--- src/rtl/lsu_pkg.sv ---
// Shared definitions for the load/store unit: RV32I width codes, FSM states
// and the access legality check.
`timescale 1ns/1ps
package lsu_pkg;

  localparam logic [2:0] F3_B  = 3'b000;
  localparam logic [2:0] F3_H  = 3'b001;
  localparam logic [2:0] F3_W  = 3'b010;
  localparam logic [2:0] F3_BU = 3'b100;
  localparam logic [2:0] F3_HU = 3'b101;

  typedef enum logic [1:0] {
    ST_IDLE = 2'd0,
    ST_RD   = 2'd1,
    ST_WR   = 2'd2,
    ST_RESP = 2'd3
  } lsu_state_t;

  // True when the width code is illegal for the access kind or the address is misaligned.
  function automatic logic access_fault(input logic is_store, input logic [2:0] f3,
                                        input logic [1:0] off);
    logic legal;
    logic misaligned;
    case (f3)
      F3_B, F3_H, F3_W: legal = 1'b1;
      F3_BU, F3_HU:     legal = !is_store;
      default:          legal = 1'b0;
    endcase
    misaligned = ((f3 == F3_H || f3 == F3_HU) && off[0]) || (f3 == F3_W && off != 2'b00);
    return !legal || misaligned;
  endfunction

endpackage

--- src/rtl/lsu_align.sv ---
// Combinational byte-lane logic: load extraction/extension and store merging
// for little-endian sub-word accesses.
`timescale 1ns/1ps
module lsu_align
  import lsu_pkg::*;
(
  input  logic [31:0] load_word,
  input  logic [31:0] old_word,
  input  logic [31:0] wdata,
  input  logic [1:0]  offset,
  input  logic [2:0]  funct3,
  output logic [31:0] load_data,
  output logic [31:0] store_word
);

  logic [7:0]  byte_sel;
  logic [15:0] half_sel;

  always_comb begin
    case (offset)
      2'd0:    byte_sel = load_word[7:0];
      2'd1:    byte_sel = load_word[15:8];
      2'd2:    byte_sel = load_word[23:16];
      default: byte_sel = load_word[31:24];
    endcase
    half_sel = offset[1] ? load_word[31:16] : load_word[15:0];
    case (funct3)
      F3_B:    load_data = {{24{byte_sel[7]}}, byte_sel};
      F3_H:    load_data = {{16{half_sel[15]}}, half_sel};
      F3_BU:   load_data = {24'b0, byte_sel};
      F3_HU:   load_data = {16'b0, half_sel};
      default: load_data = load_word;
    endcase
  end

  // Word stores ignore old_word, so a stale merge register is harmless for SW.
  always_comb begin
    store_word = old_word;
    case (funct3)
      F3_B: begin
        case (offset)
          2'd0:    store_word[7:0]   = wdata[7:0];
          2'd1:    store_word[15:8]  = wdata[7:0];
          2'd2:    store_word[23:16] = wdata[7:0];
          default: store_word[31:24] = wdata[7:0];
        endcase
      end
      F3_H: begin
        if (offset[1]) store_word[31:16] = wdata[15:0];
        else           store_word[15:0]  = wdata[15:0];
      end
      default: store_word = wdata;
    endcase
  end

endmodule

--- src/rtl/load_store_unit.sv ---
// Sub-word load/store engine between execute and a word-only data memory;
// byte/half stores are done as read-modify-write.
`timescale 1ns/1ps
module load_store_unit
  import lsu_pkg::*;
(
  input  logic        clk,
  input  logic        rst,
  input  logic        req,
  input  logic        is_store,
  input  logic [2:0]  funct3,
  input  logic [31:0] addr,
  input  logic [31:0] wdata,
  output logic        busy,
  output logic        done,
  output logic        fault,
  output logic [31:0] rdata,
  output logic [31:0] mem_addr,
  output logic        mem_MemRead,
  output logic        mem_MemWrite,
  output logic [31:0] mem_write_data,
  input  logic [31:0] mem_read_data
);

  lsu_state_t  state;
  logic [31:0] addr_q;
  logic [31:0] wdata_q;
  logic [31:0] merge_q;
  logic [2:0]  funct3_q;
  logic        is_store_q;
  logic        fault_q;
  logic        req_fault;
  logic [31:0] load_data;
  logic [31:0] store_word;

  assign req_fault = access_fault(is_store, funct3, addr[1:0]);

  lsu_align u_align (
    .load_word  (mem_read_data),
    .old_word   (merge_q),
    .wdata      (wdata_q),
    .offset     (addr_q[1:0]),
    .funct3     (funct3_q),
    .load_data  (load_data),
    .store_word (store_word)
  );

  always_ff @(posedge clk) begin
    if (rst) begin
      state      <= ST_IDLE;
      addr_q     <= '0;
      wdata_q    <= '0;
      merge_q    <= '0;
      funct3_q   <= '0;
      is_store_q <= 1'b0;
      fault_q    <= 1'b0;
      rdata      <= '0;
    end else begin
      case (state)
        ST_IDLE: begin
          if (req) begin
            addr_q     <= addr;
            wdata_q    <= wdata;
            funct3_q   <= funct3;
            is_store_q <= is_store;
            fault_q    <= req_fault;
            if (req_fault) begin
              rdata <= '0;
              state <= ST_RESP;
            end else if (is_store && funct3 == F3_W) begin
              state <= ST_WR;
            end else begin
              state <= ST_RD;
            end
          end
        end
        ST_RD: begin
          if (is_store_q) begin
            merge_q <= mem_read_data;
            state   <= ST_WR;
          end else begin
            rdata <= load_data;
            state <= ST_RESP;
          end
        end
        ST_WR: begin
          rdata <= '0;
          state <= ST_RESP;
        end
        ST_RESP: state <= ST_IDLE;
        default: state <= ST_IDLE;
      endcase
    end
  end

  // Memory controls come from registered state only; rst gates the write so a
  // reset landing in WR never commits.
  assign busy           = (state != ST_IDLE);
  assign done           = (state == ST_RESP);
  assign fault          = done & fault_q;
  assign mem_MemRead    = (state == ST_RD);
  assign mem_MemWrite   = (state == ST_WR) & !rst;
  assign mem_addr       = (state == ST_RD || state == ST_WR) ? {addr_q[31:2], 2'b00} : 32'h0;
  assign mem_write_data = (state == ST_WR) ? store_word : 32'h0;

endmodule

--- config.mk ---
export PLATFORM = sky130hd
export DESIGN_NAME = load_store_unit
export DESIGN_NICKNAME = d
export VERILOG_FILES = /design/src/rtl/lsu_pkg.sv /design/src/rtl/lsu_align.sv /design/src/rtl/load_store_unit.sv
export SDC_FILE = /design/constraint.sdc
export NUM_CORES = 1
export LEC_CHECK = 0
export ABC_AREA = 1
export CAP_MARGIN = 15
export CORE_MARGIN = 4
export CORE_UTILIZATION = 39
export DETAILED_ROUTE_END_ITERATION = 6
export PLACE_DENSITY = 0.71
export REMOVE_ABC_BUFFERS = 1
export SYNTH_ARGS = -nofsm -noshare
export SYNTH_HDL_FRONTEND = slang
export SYNTH_SLANG_ARGS = --single-unit
--- constraint.sdc ---
create_clock -name clk -period 1.5 [get_ports clk]
set_input_delay 0.375 -clock clk [delete_from_list [all_inputs] [get_ports clk]]
set_output_delay 0.375 -clock clk [all_outputs]
set_load 0.05 [all_outputs]
# Yosys cells after proc, flatten, opt, wreduce, memory -nomap -nowiden
# Index checks and enable logic that the tools add are counted.
# W data, S select, Z words.
dict set report word_totals {
  inputBits 103
  ff_bits 135
  output_inout_bits 101
  wordCells 70
}
dict set report classes {
  bitwise_logic 2
  reduce_logical 23
  eq_ne 15
  mux 22
}
# cell n
set op_table {}
lappend op_table {{$mux W32} 5}
lappend op_table {{$pmux W32 S4} 1}
lappend op_table {{$pmux W32 S3} 1}
lappend op_table {{$pmux W32 S2} 1}
lappend op_table {{$mux W16} 3}
lappend op_table {{$mux W8} 4}
lappend op_table {{$pmux W8 S3} 1}
lappend op_table {{$eq A3 B3 Y1 const B} 4}
lappend op_table {{$pmux W2 S4} 1}
lappend op_table {{$eq A2 B2 Y1 const B} 3}
lappend op_table {{$eq A3 B1 Y1 const B} 2}
lappend op_table {{$logic_not A3 Y1} 2}
lappend op_table {{$mux W2} 3}
lappend op_table {{$ne A2 B2 Y1 const B} 3}
lappend op_table {{$reduce_or A3 Y1} 2}
lappend op_table {{$eq A2 B1 Y1 const B} 2}
lappend op_table {{$logic_not A2 Y1} 2}
lappend op_table {{$logic_or A1 B1 Y1} 4}
lappend op_table {{$reduce_and A2 Y1} 2}
lappend op_table {{$reduce_and A4 Y1} 1}
lappend op_table {{$reduce_bool A2 Y1} 2}
lappend op_table {{$eq A3 B2 Y1 const B} 1}
lappend op_table {{$logic_and A1 B1 Y1} 3}
lappend op_table {{$logic_not A1 Y1} 3}
lappend op_table {{5 further kinds} 6}

# Logic depth before layout (Yosys ltp)
dict set report depth {
  word_depth 8
  depth_mapped 12
}

# Cells and area by module
# From an unflattened synthesis, not the netlist that was laid out.
dict set report unflattened {
  hier_cells 1296
  area_unflattened_um2 7726.2
}
# mod instances seq_area_each_um2 cells_per_inst area_per_inst_um2
set modules_own_cells {}
lappend modules_own_cells {load_store_unit 1 2702.6 851 5691.7}
lappend modules_own_cells {lsu_align 1 0.0 445 2034.5}

# Worst setup path after synthesis
# Ideal clock, no wire load.
dict set report synth_timing {
  path_kind {reg-to-output}
  startpoint {reg funct3_q[1]}
  endpoint {out mem_write_data[19]}
  n_path_buf 1
  path_stages_with_launch 6
  slack_ns -0.952
  required_time_ns 1.125
  arrival_time_ns 2.077
  cell_sequence {dfxtp_1 -> inv_2 -> nand2_2 -> buf_2 -> nor2_1 -> a211oi_1}
}
dict set report synth_via {
  elab_chain_cells 3
}
# element line
set synth_lines {}
lappend synth_lines {{from (decl)} load_store_unit.sv:29} ;# logic [2:0] funct3_q;
lappend synth_lines {{from (signal assigned)} load_store_unit.sv:64} ;# funct3_q <= funct3;
lappend synth_lines {{$eq A3 B1 Y1 / $logic_not A3 Y1 (equally long branches)} lsu_align.sv:39} ;# case (funct3)
lappend synth_lines {{$pmux W32 S2 *} lsu_align.sv:39}
lappend synth_lines {{$mux W32 *} load_store_unit.sv:104} ;# assign mem_write_data = (state == ST_WR) ? store_word : 32'h0;
lappend synth_lines {{to (decl)} load_store_unit.sv:21} ;# output logic [31:0] mem_write_data,
# Mark *: on every way between the ends. The rest lies on a longest branch, timed or not.

# Final worst setup path
dict set report layout_timing {
  startpoint {reg addr_q[1]}
  endpoint {out mem_write_data[14]}
}
dict set report layout_via {
  elab_chain_cells 4
}
# element line
set layout_lines {}
lappend layout_lines {{from (decl)} load_store_unit.sv:26} ;# logic [31:0] addr_q;
lappend layout_lines {{from (signal assigned)} load_store_unit.sv:62} ;# addr_q <= addr;
lappend layout_lines {{$eq A2 B1 Y1} lsu_align.sv:41} ;# case (offset)
lappend layout_lines {{$mux W8} lsu_align.sv:41}
lappend layout_lines {{$pmux W32 S2 *} lsu_align.sv:39}
lappend layout_lines {{$mux W32 *} load_store_unit.sv:104}
# Marked as above.

==> results.md <==
* Final hold slack at between 0.4 and 0.5 ns
* Final Hold Viols at 0
* Clock sink count at 135
* Hold Path End: wdata_q[24]$_SDFFE_PP0P_
* Reg-to-reg startpoint: addr_q[1]$_SDFFE_PP0P_
* Worst EP required at roughly 1.1 ns
* Reg2Reg Depth at 9
* Drt via density at between 6 and 7
* Clk Latency, worst-skew pair at about 0.44 ns
* Commonest non-fill, non-tap cells in the layout: 128 x dfxtp_1, 127 x buf_12, 111 x nor2_1, 106 x buf_4, 102 x clkdlybuf4s50_1
* Worst Tran Pin Value at around 0.74 ns
* Final setup viols at around 200
* Clock-pin slew on the worst setup and hold paths at about 0.070 ns
* Post-route core utilization at 0.861
* GR Util All Layers at 0.312
* Post-Syn Area at ~0.0069 mm^2
* Top cell type by total area after synthesis: dfxtp_1
* Initial Utilization at 0.398
* Die area at just under 0.02 mm^2
* Area growth from synthesis to final layout at 116%
* Die H at approximately 140 um
* Worst Hold Depth at 2
* CORE AREA at 0.0173 mm^2
* Crit-path most repeated cell: buf_6
* P_leak at between 6 and 7 nW
* Pin count of the biggest net entering global routing at 45
* Initial drt markers at 1,760
* P per Cell Area at 2340 mW/mm^2
* Crit-path cells: buf_6, inv_4, nand2_2, buf_4, nor2_1, o22ai_1, o21ai_1, inv_1, buf_6
* Nets at about 1,500
* Post-synth cell types at 36
* Worst path top cell family by delay: buffers and inverters
* Failing checks: DRC, setup timing
* Final worst slack at -0.951 ns
* Crit path launch type: flop
* HP Start: wdata_q[24]$_SDFFE_PP0P_
* Die X at 141 um
* Mapped Avg Cell Area at roughly 6.6 um^2
* Worst Path Buf+Inv at 5
* DRT antenna net count at 0
* Post-synthesis async set-or-reset flop share at 0
* Worst Hold Class: reg -> reg
* Register area share after synthesis at 0.393
* RSZ-0062 raised after global routing: yes
* Vias in the first global route at about 9,000
* Final min period at between 2 and 2.5 ns
* Outcome: finished with violations
* VDD IR max at ~1700 uV
* Global-route wire length before repair at about 49,000 um
* Setup TNS at -96.53 ns
* Routed len/inst at roughly 27 um
* Max_slew headroom at 0.504
* Synth Instances at 1,037
* Vias at ~10,000
* HPWL Detailed at around 18,000 um
* Max-cap violations at 0
* Hold-fix buffers, CTS at 0
* Clock Skews at between 0.01 and 0.015 ns
* Max FO, Critical Path at 9
* Share of layout cells above drive strength 1 at 0.519
* R2r setup slk at -0.72 ns
* RR Endpoint: rdata[14]$_SDFFE_PP0P_
* Critical path class: reg -> out
* Initial antenna violation count at 0
* Bufs on Longest Clock Path at 2
* CP max stage delay at 0.37 ns
* Port bufs at approximately 200
* # IOs at approximately 200
* GP Congestion at between 0.9 and 1
* Root Driver: clkbuf_16
* Placed insts at between 1,500 and 2,000
* Ranking of synthesized cells by area: dfxtp_1 39%, o21ai_0 11%, nor2_1 11%
* Fillcell total at between 600 and 700
* Antenna Diode Count at 0
* GRT overflow at 0
* #FFs+latches synth at 135
* Yosys top cell area share at 0.393
* Setup crit end kind: primary output
* Non-Filler Instances at between 1,500 and 2,000
* Synth Flop Type: dfxtp_1
* TritonCTS Buffers at 17
* Period utilization at 1.63
* Arrival @ worst endpoint at between 2 and 2.5 ns
* Post-synth EDFFs at 0
* Row Count at 48
* CTS tree: yes
* Peak Freq at 408 MHz
* Slew Limit Fails at 0
* H-tree lvl count at 4
* Drt pass-1 iters at 7
* Commonest non-fill, non-tap cell in the layout: dfxtp_1
* Slowest stage cell, crit path: dfxtp_4
* Synth Warn # at 0
* Drt drc at 84
* Aggregate routed wire length at 44,100 um
[logic make-up (layout without fill, tap and decap cells)]
family,Yosys count,in the layout,synth area share
buffers and inverters,182,552,0.115
other,1,2,0.000545
adder cells (fa/ha/maj),5,5,0.00909
AO/OA/AOI/OAI,295,295,0.233
AND/OR/NAND/NOR,419,422,0.250
flip-flops,135,135,0.393
[power by group]
group | switching [mW] | total (mW) | leakage [nW] | internal (mW)
sequential | 1.17 | 5.69 | 1.11 | 4.51
combinational | 13.7 | 24.6 | 4.95 | 10.9
clock | 1.79 | 4.54 | 0.299 | 2.75
total | 16.7 | 34.8 | 6.36 | 18.1
[how the worst max path moves through the flow]
stage	start	to	slack (ns)	depth (start not counted)
finish	addr_q[1]$_SDFFE_PP0P_	mem_write_data[14]	-0.95	9
detailed placement	addr_q[1]$_SDFFE_PP0P_	mem_write_data[22]	-0.38	9
CTS	funct3_q[2]$_SDFFE_PP0P_	mem_write_data[26]	-0.69	9
global placement	funct3_q[0]$_SDFFE_PP0P_	mem_write_data[2]	-0.40	9
global route	addr_q[0]$_SDFFE_PP0P_	mem_write_data[7]	-0.99	8
floorplan	state[0]$_SDFFE_PP0P_	fault_q$_SDFFE_PP0P_	-1.36	6
[worst register-to-register path, delay by kind of cell (launching register included)]
family                 cells  cell delay (ns)
DFF                        1             0.37
AOI/OAI and AO/OA          2             0.52
and+or+nand+nor            4             0.70
buffers and inverters      3             0.58
[timing repair]
action	CTS	global route
resized for setup	347	365
endpoints found under the setup margin	168	202
pin swaps	53	85
cloned	31	9
buffers inserted	29	25
[registers in the layout, summed over array words and instances (netlist names)]
signal	flops
rdata	32
is_store_q	1
addr_q	32
merge_q	32
funct3_q	3
fault_q	1
wdata_q	32
state	2
[cell usage after synthesis, types with 7 or more instances]
master,n
dfxtp_1,135
a31oi_1,8
a21oi_1,82
nand2_2,18
a21oi_2,10
o21ai_0,156
nor2_1,203
inv_1,105
nand3_1,27
buf_2,16
nand2_1,158
clkbuf_1,39
buf_6,7
inv_2,7
o21ai_1,9
o211ai_1,19
[per-stage QoR]
stage               total power [mW]  setup WS, ns  instance area [um^2]
floorplan                       11.9         -1.36                  6530
global placement                18.6        -0.401                 10900
detailed placement              18.8        -0.383                 10900
CTS                             29.0        -0.692                 13400
global route                    35.4        -0.992                 14900
finish                          34.8        -0.951                 14900
[area by class of cell]
cell class                 count  area (um^2)  share of cell area
clock inverter                11          146             0.00983
timing repair buffer         402         5570               0.374
sequential                   135         2720               0.183
clock buffer                  21          470              0.0316
inverter                     114          558              0.0375
multi-input combinational    724         5110               0.343
tap                          225          282              0.0189
timing repair inverter         4         42.5             0.00286
[routing by layer]
| layer | track usage | vias up | part of all wire |
|---|---|---|---|
| met2 | 0.530 | 1036 | 0.44 |
| met5 | 0 | - | 0 |
| li1 | - | 4069 | - |
| met1 | 0.375 | 4821 | 0.33 |
| met3 | 0.0695 | 426 | 0.13 |
| met4 | 0.147 | 0 | 0.098 |
Note: power is estimated with default switching activity, not from simulation.
